## src/rtl/jtag_dmi_master.sv

```systemverilog
// JTAG initiator for the RISC-V debug transport.
// Turns parallel DMI requests into IR/DR scans on a TAP and returns the DMI response.
// TCK is divided down from the system clock. TMS and TDI only move while TCK is low.
module jtag_dmi_master #(
    parameter int DEBUG_DATA_BITS = 34,
    parameter int DEBUG_ADDR_BITS = 5,
    parameter int DEBUG_OP_BITS   = 2,
    parameter int TCK_HALF        = 4,
    parameter int IDLE_CYCLES     = 2,
    parameter int MAX_RETRIES     = 15
) (
    input  logic                                                   clock,
    input  logic                                                   reset,
    input  logic                                                   req_valid,
    output logic                                                   req_ready,
    input  logic [DEBUG_ADDR_BITS+DEBUG_DATA_BITS+DEBUG_OP_BITS-1:0] req_data,
    output logic                                                   resp_valid,
    input  logic                                                   resp_ready,
    output logic [DEBUG_DATA_BITS+DEBUG_OP_BITS-1:0]               resp_data,
    output logic                                                   TCK,
    output logic                                                   TMS,
    output logic                                                   TDI,
    input  logic                                                   TDO,
    output logic                                                   TRST
);

    localparam int W   = DEBUG_ADDR_BITS + DEBUG_DATA_BITS + DEBUG_OP_BITS;
    localparam int RW  = DEBUG_DATA_BITS + DEBUG_OP_BITS;
    localparam int CW  = 16;
    localparam int RTW = $clog2(MAX_RETRIES + 2);
    localparam logic [4:0] IR_DMI = 5'b10001;

    typedef enum logic [3:0] {
        S_RESET_TAP, S_IDLE, S_IR_HDR, S_IR_SHIFT, S_IR_TAIL,
        S_DR_HDR, S_DR_SHIFT, S_DR_TAIL, S_CHECK, S_RESP
    } state_e;

    state_e            r_state;
    state_e            w_next;
    logic [CW-1:0]     r_cnt;
    logic [CW-1:0]     r_div;
    logic              r_tck;
    logic              r_irLoaded;
    logic              r_collect;
    logic [RTW-1:0]    r_retry;
    logic [W-1:0]      r_req;
    logic [W-1:0]      r_shift;
    logic [RW-1:0]     r_capt;
    logic [RW-1:0]     r_respData;

    logic [CW-1:0]     w_len;
    logic              w_tckActive;
    logic              w_tick;
    logic              w_rise;
    logic              w_fall;
    logic              w_last;
    logic              w_busy;
    logic              w_timeout;

    // Number of TCKs each scan state lasts, and the TCK edge strobes derived from the divider
    always_comb begin
        w_len = CW'(1);
        case (r_state)
            S_RESET_TAP: w_len = CW'(6);
            S_IR_HDR:    w_len = CW'(4);
            S_IR_SHIFT:  w_len = CW'(5);
            S_IR_TAIL:   w_len = CW'(2);
            S_DR_HDR:    w_len = CW'(3);
            S_DR_SHIFT:  w_len = CW'(W);
            S_DR_TAIL:   w_len = CW'(2 + IDLE_CYCLES);
            default:     w_len = CW'(1);
        endcase
        w_tckActive = !(r_state == S_IDLE || r_state == S_CHECK || r_state == S_RESP);
        w_tick      = w_tckActive && (r_div == CW'(TCK_HALF - 1));
        w_rise      = w_tick && !r_tck;
        w_fall      = w_tick && r_tck;
        w_last      = (r_cnt == w_len - CW'(1));
        w_busy      = (r_capt[DEBUG_OP_BITS-1:0] == {DEBUG_OP_BITS{1'b1}});
        w_timeout   = w_busy && (r_retry == RTW'(MAX_RETRIES));
    end

    // State register plus divider, scan shifters, retry bookkeeping and response capture
    always_ff @(posedge clock or posedge reset) begin
        if (reset) begin
            r_state    <= S_RESET_TAP;
            r_cnt      <= '0;
            r_div      <= '0;
            r_tck      <= 1'b0;
            r_irLoaded <= 1'b0;
            r_collect  <= 1'b0;
            r_retry    <= '0;
            r_req      <= '0;
            r_shift    <= '0;
            r_capt     <= '0;
            r_respData <= '0;
        end else begin
            r_state <= w_next;
            if (w_next != r_state) begin
                r_cnt <= '0;
            end else if (w_fall) begin
                r_cnt <= r_cnt + CW'(1);
            end
            if (w_tckActive) begin
                if (w_tick) begin
                    r_div <= '0;
                    r_tck <= ~r_tck;
                end else begin
                    r_div <= r_div + CW'(1);
                end
            end else begin
                r_div <= '0;
                r_tck <= 1'b0;
            end
            if (r_state == S_IDLE && req_valid) begin
                r_req     <= req_data;
                r_collect <= 1'b0;
                r_retry   <= '0;
            end
            if (r_state == S_DR_HDR && w_fall && w_last) begin
                r_shift <= r_collect ? '0 : r_req;
            end else if (r_state == S_DR_SHIFT && w_fall) begin
                r_shift <= r_shift >> 1;
            end
            // only the data/resp bits of the capture matter; the address bits shift past unused
            if (r_state == S_DR_SHIFT && w_rise && r_cnt < CW'(RW)) begin
                r_capt <= {TDO, r_capt[RW-1:1]};
            end
            if (r_state == S_IR_TAIL && w_fall && w_last) begin
                r_irLoaded <= 1'b1;
            end
            if (r_state == S_CHECK) begin
                if (w_timeout) begin
                    r_respData <= {{DEBUG_DATA_BITS{1'b0}}, {DEBUG_OP_BITS{1'b1}}};
                    r_irLoaded <= 1'b0;
                end else if (w_busy) begin
                    r_retry <= r_retry + RTW'(1);
                end else if (!r_collect) begin
                    r_collect <= 1'b1;
                end else begin
                    r_respData <= r_capt;
                end
            end
        end
    end

    // Next-state selection; scan states advance on the TCK falling edge of their last bit
    always_comb begin
        w_next = r_state;
        case (r_state)
            S_RESET_TAP: if (w_fall && w_last) w_next = S_IDLE;
            S_IDLE:      if (req_valid) w_next = r_irLoaded ? S_DR_HDR : S_IR_HDR;
            S_IR_HDR:    if (w_fall && w_last) w_next = S_IR_SHIFT;
            S_IR_SHIFT:  if (w_fall && w_last) w_next = S_IR_TAIL;
            S_IR_TAIL:   if (w_fall && w_last) w_next = S_DR_HDR;
            S_DR_HDR:    if (w_fall && w_last) w_next = S_DR_SHIFT;
            S_DR_SHIFT:  if (w_fall && w_last) w_next = S_DR_TAIL;
            S_DR_TAIL:   if (w_fall && w_last) w_next = S_CHECK;
            S_CHECK: begin
                if (w_timeout) begin
                    w_next = S_RESP;
                end else if (w_busy || !r_collect) begin
                    w_next = S_DR_HDR;
                end else begin
                    w_next = S_RESP;
                end
            end
            S_RESP:      if (resp_ready) w_next = S_IDLE;
            default:     w_next = S_RESET_TAP;
        endcase
    end

    // JTAG pin and handshake outputs decoded from state and bit position
    always_comb begin
        TMS        = 1'b0;
        TDI        = 1'b0;
        TRST       = 1'b0;
        req_ready  = (r_state == S_IDLE);
        resp_valid = (r_state == S_RESP);
        case (r_state)
            S_RESET_TAP: begin
                TMS  = (r_cnt != CW'(5));
                TRST = (r_cnt == CW'(0));
            end
            S_IR_HDR:    TMS = (r_cnt < CW'(2));
            S_IR_SHIFT: begin
                TMS = w_last;
                TDI = IR_DMI[r_cnt[2:0]];
            end
            S_IR_TAIL:   TMS = (r_cnt == CW'(0));
            S_DR_HDR:    TMS = (r_cnt == CW'(0));
            S_DR_SHIFT: begin
                TMS = w_last;
                TDI = r_shift[0];
            end
            S_DR_TAIL:   TMS = (r_cnt == CW'(0));
            default:     TMS = 1'b0;
        endcase
    end

    assign TCK       = r_tck;
    assign resp_data = r_respData;

endmodule

```

## config.mk

```make
export PLATFORM = sky130hd
export DESIGN_NAME = jtag_dmi_master
export DESIGN_NICKNAME = d
export VERILOG_FILES = /design/src/rtl/jtag_dmi_master.sv
export SDC_FILE = /design/constraint.sdc
export NUM_CORES = 1
export LEC_CHECK = 0
export ABC_AREA = 1
export CAP_MARGIN = 5
export CORE_ASPECT_RATIO = 1.4
export CORE_MARGIN = 4
export CORE_UTILIZATION = 58
export CTS_BUF_LIST = sky130_fd_sc_hd__clkbuf_16
export DETAILED_ROUTE_END_ITERATION = 12
export PLACE_DENSITY = 0.8
export SLEW_MARGIN = 10
export SYNTH_ARGS = -nofsm -noshare
export SYNTH_HDL_FRONTEND = slang
export SYNTH_SLANG_ARGS = --single-unit
```

## constraint.sdc

```tcl
create_clock -name clock -period 6.9 [get_ports clock]
set_input_delay 0.69 -clock clock [delete_from_list [all_inputs] [get_ports clock]]
set_output_delay 0.69 -clock clock [all_outputs]
set_load 0.01 [all_outputs]
```

==> results.py, run 1 <==
metrics = {
    "yosys": {
        "yosysWarnings": 0,
        "synthesis.instances": 1140,
        "syn-mean-instance-area_um2": 8.30,
        "synth_top_family_by_area": "simple AND/OR/NAND/NOR gates",
        "synth_top_cell_area_share_pct": 52.3,
        "synth.largest_area_cell": "dfrtp_1",
        "synthesis.area_um2": 9470,
        "synthTopCellsByArea": "dfrtp_1 (52%), nand2_1 (14%), o21ai_0 (6.9%)",
        "synthXorXnorAreaFrac_pct": 1.85,
        "synth_mux_area_share_pct": 0.238,
        "synth_edf_count": 0,
        "synthAdderAreaFrac_pct": 1.19,
        "synth.distinct_cells": 43,
        "synthFlopType": "dfrtp_1",
        "ys_seq_area_share_pct": 52.3,
        "synthSimpleGateAreaFrac_pct": 25.3,
        "ys_ff_latch": 198,
        "synth_compound_area_share_pct": 11.7,
        "synthArstFlopShare_pct": 100,
    },
    "critical_path": {
        "crit_path_top_delay_cell": "nand2_1",
        "cp.required_ns": 7.26,
        "start_kind": "register",
        "crit_arrival_ns": 4.74,
        "critPathTopFamily": "simple AND/OR/NAND/NOR gates",
        "cpMostUsedCell": "inv_1",
        "crit_type": "reg -> reg",
        "path_cells": "inv_1, nor2_4, inv_1, nor2_1, inv_1, nand2_1, inv_1, ha_1, nand2_1, inv_1, nor2_1, nand3_1, nor2_1, nand3_1, nor2_4, nand4_2, nand2_1, nor2_1, a21oi_1",
        "crit_buf_inv": 5,
        "slowest_delay_ns": 1.15,
        "cp-end-kind": "register",
        "path_max_fanout": 35,
    },
    "floorplanning": {
        "std_cell_rows": 55,
        "core_um2": 16100,
        "ios": 88,
        "initial_core_util_pct": 58.8,
        "die_h_um": 159,
        "dieArea_um2": 18500,
        "chipWidth_um": 116,
    },
    "timing": {
        "tns_ns": 0,
        "period_needed_ns": 4.38,
        "fin_ws_ns": 2.52,
        "finalCritPeriodShare_pct": 63.5,
        "setup_viol": 0,
        "finalClockSkew_ns": 0.0116,
        "slew_headroom_pct": 29.4,
        "worst_slew_pin_slew_ns": 1.06,
        "final_max_slew_viol_count": 0,
        "hold_ws_ns": 0.457,
        "finalHoldViolations": 0,
        "max_freq_mhz": 228,
        "rsz0062_at_grt": "false",
    },
    "clock_network": {
        "cts_tree": "yes",
        "cts_max_path_buffers": 2,
        "cts_root_buf": "clkbuf_16",
        "numClockSinks": 198,
        "cts_buffers": 17,
        "path_clk_slew_ns": 0.07,
        "h-tree-depth": 4,
        "cts_resized": 0,
        "cts_hold_buf": 0,
        "post_cts_buffers": 0,
        "clk_latency_ns": 0.44,
    },
    "drt": {
        "drtIter0Drc": 490,
        "vias": 7599,
        "route.met2.wl_mm": 10.6,
        "drt_wl_total_mm": 20.7,
        "dr.pass1.iters": 7,
        "via_per_inst": 5.37,
        "topRoutingLayerUsed": "met4",
        "route.met3.wl_um": 728,
        "wire_per_inst_um": 14.6,
        "drc_errors": 0,
        "ant_nets": 0,
        "drt-met1-wl_mm": 8.92,
    },
    "layout": {
        "final_cells": 1416,
        "nets": 1259,
        "final_layout_size_suffix_gt1_share_pct": 7.40,
        "area_growth_pct": 16.8,
        "num_antenna_cells": 0,
    },
    "status": {
        "status": "finished, final reports clean",
    },
    "flow_run": {
        "cap_violations": 0,
    },
    "global_route": {
        "grt_pass1_vias": 7550,
        "grt_util_all_layers_pct": 23.5,
        "grt_antenna_before_repair": 0,
        "grt_overflow": 0,
        "grt_pass1_wl_mm": 35.5,
        "grt_start_max_net_pins": 139,
    },
    "place": {
        "io_buffers": 87,
        "place_congestion": 0.894,
        "preCtsSetupSlack_ns": 2.57,
        "hpwl_mm": 13.6,
        "dp.cells": 1384,
    },
    "power_and_ir_drop": {
        "peakVddDrop_mv": 0.190,
        "p_leak_nw": 5.11,
        "powerDensity_nw_per_um2": 309,
    },
    "min_path": {
        "worstHoldPathType": "reg -> reg",
    },
}
-- worst reg2reg max path, cell delays in order (launching register included) --
cell and delay [ns]:
dfrtp_1 0.44, inv_1 0.13, nor2_4 0.12, inv_1 0.09, nor2_1 0.13, inv_1 0.08, nand2_1 0.08, inv_1 0.05
ha_1 0.28, nand2_1 0.08, inv_1 0.04, nor2_1 0.09, nand3_1 0.07, nor2_1 0.19, nand3_1 0.15, nor2_4 0.15
nand4_2 0.72, nand2_1 1.15, nor2_1 0.13, a21oi_1 0.15
-- final cells by class --
type,count,area [um2]
fillers,1278,5040
multi-input cells,766,3850
inverters,126,483
clock inverters,15,164
repair buffers,95,931
clock buffers,17,425
well taps,199,249
flip-flops and latches,198,4950
-- synth_stat cells (all sizes together), types with 2 or more instances --
library cell  number
nor4               5
o22ai              3
nand3             47
ha                 9
nor2              91
o21bai             2
nand2            349
o2111ai            2
o21ai            141
nor3b              6
mux2               2
o31ai             34
clkbuf            41
xnor2              2
inv              125
buf               10
nand4             15
a21oi             12
dfrtp            198
nor3              19
xor2              18
-- logic make-up (layout without fill, tap and decap cells) --
| kind of cell | after synthesis | in the layout |
|---|---|---|
| AND/OR/NAND/NOR | 535 | 535 |
| AO/OA/AOI/OAI | 198 | 198 |
| flip-flops | 198 | 198 |
| buffers and inverters | 177 | 253 |
| XOR/XNOR | 20 | 20 |
| adder cells (fa/ha/maj) | 9 | 9 |
| multiplexers | 2 | 2 |
| other | 1 | 2 |
-- flip-flops by register name, indices dropped and copies added, names as in the netlist, 4 cells and up --
register   cells
r_req         41
r_shift       41
r_capt        36
resp_data     36
r_cnt         16
r_div         16
r_retry        5
r_state        4
-- layout by cell type, fill, tap and decap left out, types with 3 or more instances in the layout --
master,instances
inv_8,4
clkbuf_16,17
clkinvlp_4,3
nand2_1,341
o22ai_1,3
nor2_4,16
nor2_2,7
inv_2,5
o21ai_1,9
nor4_1,5
inv_1,118
dfrtp_1,198
buf_4,8
nor2_1,68
nor3b_1,6
inv_6,3
nand4_1,14
nand3_1,41
ha_1,9
o21ai_0,131
clkinv_4,4
nand3_2,4
nand2_2,5
o31ai_1,34
nand2_4,3
a21oi_1,12
nor3_1,18
clkdlybuf4s50_1,87
xor2_1,18
-- metrics by stage --
stage	total power, mW	utilization, %	instance area [um2]
CTS	3.45	68.7	11100
detailed placement	2.45	65.0	10500
global route	3.63	68.7	11100
global placement	2.43	65.0	10500
floorplan	2.22	-	9470
finish	3.42	68.7	11100
-- report_power, final --
| part | switching [mW] | leakage, nW | internal, mW |
|---|---|---|---|
| Combinational | 0.614 | 2.20 | 0.316 |
| Sequential | 0.129 | 2.64 | 1.37 |
| Clock | 0.476 | 0.279 | 0.514 |
-- layer usage --
| metal | track usage, % | vias to the layer above |
|---|---|---|
| met3 | 4.94 | 35 |
| met4 | 6.86 | 0 |
| met1 | 31.2 | 3639 |
| met5 | 0 | - |
| met2 | 38.9 | 141 |
| li1 | - | 3784 |
-- final timing paths --
path | start | end | slack [ns] | cells past startpoint
worst max-delay path | r_state[2] | r_shift[35] | 2.52 | 19
worst min-delay path | r_div[0] | r_div[0] | 0.46 | 1
worst max register to register | r_state[2] | r_shift[35] | 2.52 | 19
worst min register to register | r_div[0] | r_div[0] | 0.46 | 1
max in group asynchronous | reset | r_req[14] | 4.70 | 3
min in group asynchronous | reset | r_cnt[6] | 0.86 | 2
Note: power is estimated with default switching activity, not from simulation.
==> run 2: changes to the inputs <==
- clock period: 6.9 -> 4.3 ns (I/O delays scaled with it)
==> results.py, run 2 (synthesis results as in run 1) <==
metrics = {
    "critical_path": {
        "path_cells": "inv_1, nor2_4, inv_1, nor2_1, inv_1, nand2_1, inv_1, ha_1, nand2_1, inv_1, nor2_1, nand3_1, nor2_1, nand2_1, inv_1, nand3_1, nor2_2, nand2_1, o2111ai_1, clkdlybuf4s50_1",
        "rr_worst_depth": 21,
        "cp_num_cells": 20,
        "crit_path_top_delay_cell": "clkdlybuf4s50_1",
        "critPathTopFamily": "simple AND/OR/NAND/NOR gates",
        "r2r_end": "r_shift[17]",
        "slowest_delay_ns": 0.59,
        "cp.required_ns": 3.87,
        "crit_buf_inv": 7,
        "path_max_fanout": 5,
        "r2r_slack_ns": 0.91,
        "crit_arrival_ns": 3.34,
        "cp-end-kind": "output port",
        "r2r_start": "r_state[2]",
        "cpMostUsedCell": "inv_1",
        "start_kind": "register",
        "crit_type": "reg -> out",
    },
    "floorplanning": {
        "die_h_um": 159,
        "std_cell_rows": 55,
        "dieArea_um2": 18500,
        "core_um2": 16100,
        "initial_core_util_pct": 58.8,
        "ios": 88,
        "chipWidth_um": 116,
    },
    "place": {
        "place_congestion": 0.921,
        "io_buffers": 87,
        "hpwl_mm": 14.0,
        "post_dp_cell_area_um2": 10500,
        "preCtsSetupSlack_ns": 0.991,
    },
    "drt": {
        "wire_per_inst_um": 14.7,
        "drt_wl_total_mm": 20.9,
        "dr.pass1.iters": 5,
        "drtIter0Drc": 422,
        "drc_errors": 0,
        "vias": 7647,
        "ant_nets": 0,
        "via_per_inst": 5.38,
    },
    "timing": {
        "worst_slew_pin_slew_ns": 0.921,
        "hold_ws_ns": 0.462,
        "period_needed_ns": 3.77,
        "finalHoldViolations": 0,
        "final_max_slew_viol_count": 0,
        "fin_ws_ns": 0.535,
        "setup_viol": 0,
        "slew_headroom_pct": 38.6,
        "tns_ns": 0,
        "rsz0062_at_grt": "false",
        "max_freq_mhz": 266,
        "finalCritPeriodShare_pct": 87.6,
        "finalClockSkew_ns": 0.0150,
    },
    "power_and_ir_drop": {
        "pwr-share-seq_pct": 43.1,
        "peakVddDrop_mv": 0.323,
        "p_leak_nw": 5.16,
        "power.switching_mw": 1.98,
        "netSwitchingFraction_pct": 35.5,
        "p_total_mw": 5.57,
        "powerDensity_nw_per_um2": 500,
        "clkPwrFrac_pct": 29.8,
        "comb_power_share_pct": 27.0,
        "internal_power_mw": 3.59,
    },
    "clock_network": {
        "cts_resized": 0,
        "cts_buffers": 17,
        "cts_root_buf": "clkbuf_16",
        "h-tree-depth": 4,
        "cts_hold_buf": 0,
        "cts_max_path_buffers": 2,
        "post_cts_buffers": 0,
        "clk_latency_ns": 0.44,
        "numClockSinks": 198,
        "path_clk_slew_ns": 0.08,
        "cts_tree": "yes",
    },
    "global_route": {
        "grt_pass1_vias": 7677,
        "grt_antenna_before_repair": 0,
        "grt_start_max_net_pins": 85,
        "grt_overflow": 0,
        "grt_util_all_layers_pct": 23.7,
        "grt_pass1_wl_mm": 35.6,
    },
    "layout": {
        "area_growth_pct": 17.6,
        "num_antenna_cells": 0,
        "mostFrequentLayoutCell": "nand2_1",
        "fin_area_um2": 11100,
        "layout_common_cells": "nand2_1 (341), dfrtp_1 (198), o21ai_0 (131)",
        "nets": 1264,
        "top_regs": "r_req (41), r_shift (41)",
        "final_layout_size_suffix_gt1_share_pct": 7.77,
    },
    "min_path": {
        "worstHoldPathType": "reg -> reg",
        "min-delay-start": "r_div[0]",
        "holdPathStages": 1,
        "whs_endpoint": "r_div[0]",
    },
    "status": {
        "status": "finished, final reports clean",
    },
    "flow_run": {
        "cap_violations": 0,
    },
}
-- run 2: cell count changes in the layout (fill, tap and decap cells not counted) --
cell        before  now
buf_12           0    1
buf_4            8   12
bufinv_16        1    2
clkinv_8         1    2
clkinvlp_4       3    2
inv_6            3    4
inv_8            4    2
-- run 2: per-layer routing --
layer	vias up	part of all wire, %	GRT usage (%)
met1	3644	42	30.4
li1	3793	-	-
met5	-	0	0
met2	176	52	40.4
met3	34	3.7	4.41
met4	0	2.1	7.81
-- run 2: power by group through the flow --
stage / clock, mW / combinational [mW] / sequential, mW
floorplan: 0 / 1.19 / 2.38
detailed placement: 0 / 1.51 / 2.43
global placement: 0 / 1.48 / 2.42
finish: 1.66 / 1.51 / 2.40
global route: 1.76 / 1.72 / 2.44
CTS: 1.69 / 1.52 / 2.40
-- run 2: metrics by stage --
stage          std cells  util [%]
2_1_floorplan       1141         -
3_3_place_gp        1389      65.3
3_5_place_dp        1389      65.3
4_1_cts             1421      69.1
5_1_grt             1421      69.1
6_report            1421      69.1
-- run 2: worst max path at each step --
stage | start | to | slack (ns)
after detailed placement | r_state[2] | r_shift[23] | 0.99
after CTS | r_state[2] | TMS | 0.52
final | r_state[2] | TMS | 0.53
after global routing | r_state[2] | TMS | 0.34
after floorplan | reset | TCK | 1.31
after global placement | r_state[2] | TMS | 1.05
-- run 2: area by class of cell --
cell class / count / area [um2]
Inverter: 126 / 479
Clock buffer: 17 / 425
Timing Repair Buffer: 100 / 981
Tap cell: 199 / 249
Sequential cell: 198 / 4950
Multi-Input combinational cell: 766 / 3850
Fill cell: 1335 / 4970
Clock inverter: 15 / 193
==> run 3: changes to the inputs <==
- SKIP_CTS_REPAIR_TIMING: default -> 1
==> results of run 3 <==
Final layout, timing and power as in run 2 (identical DEF).
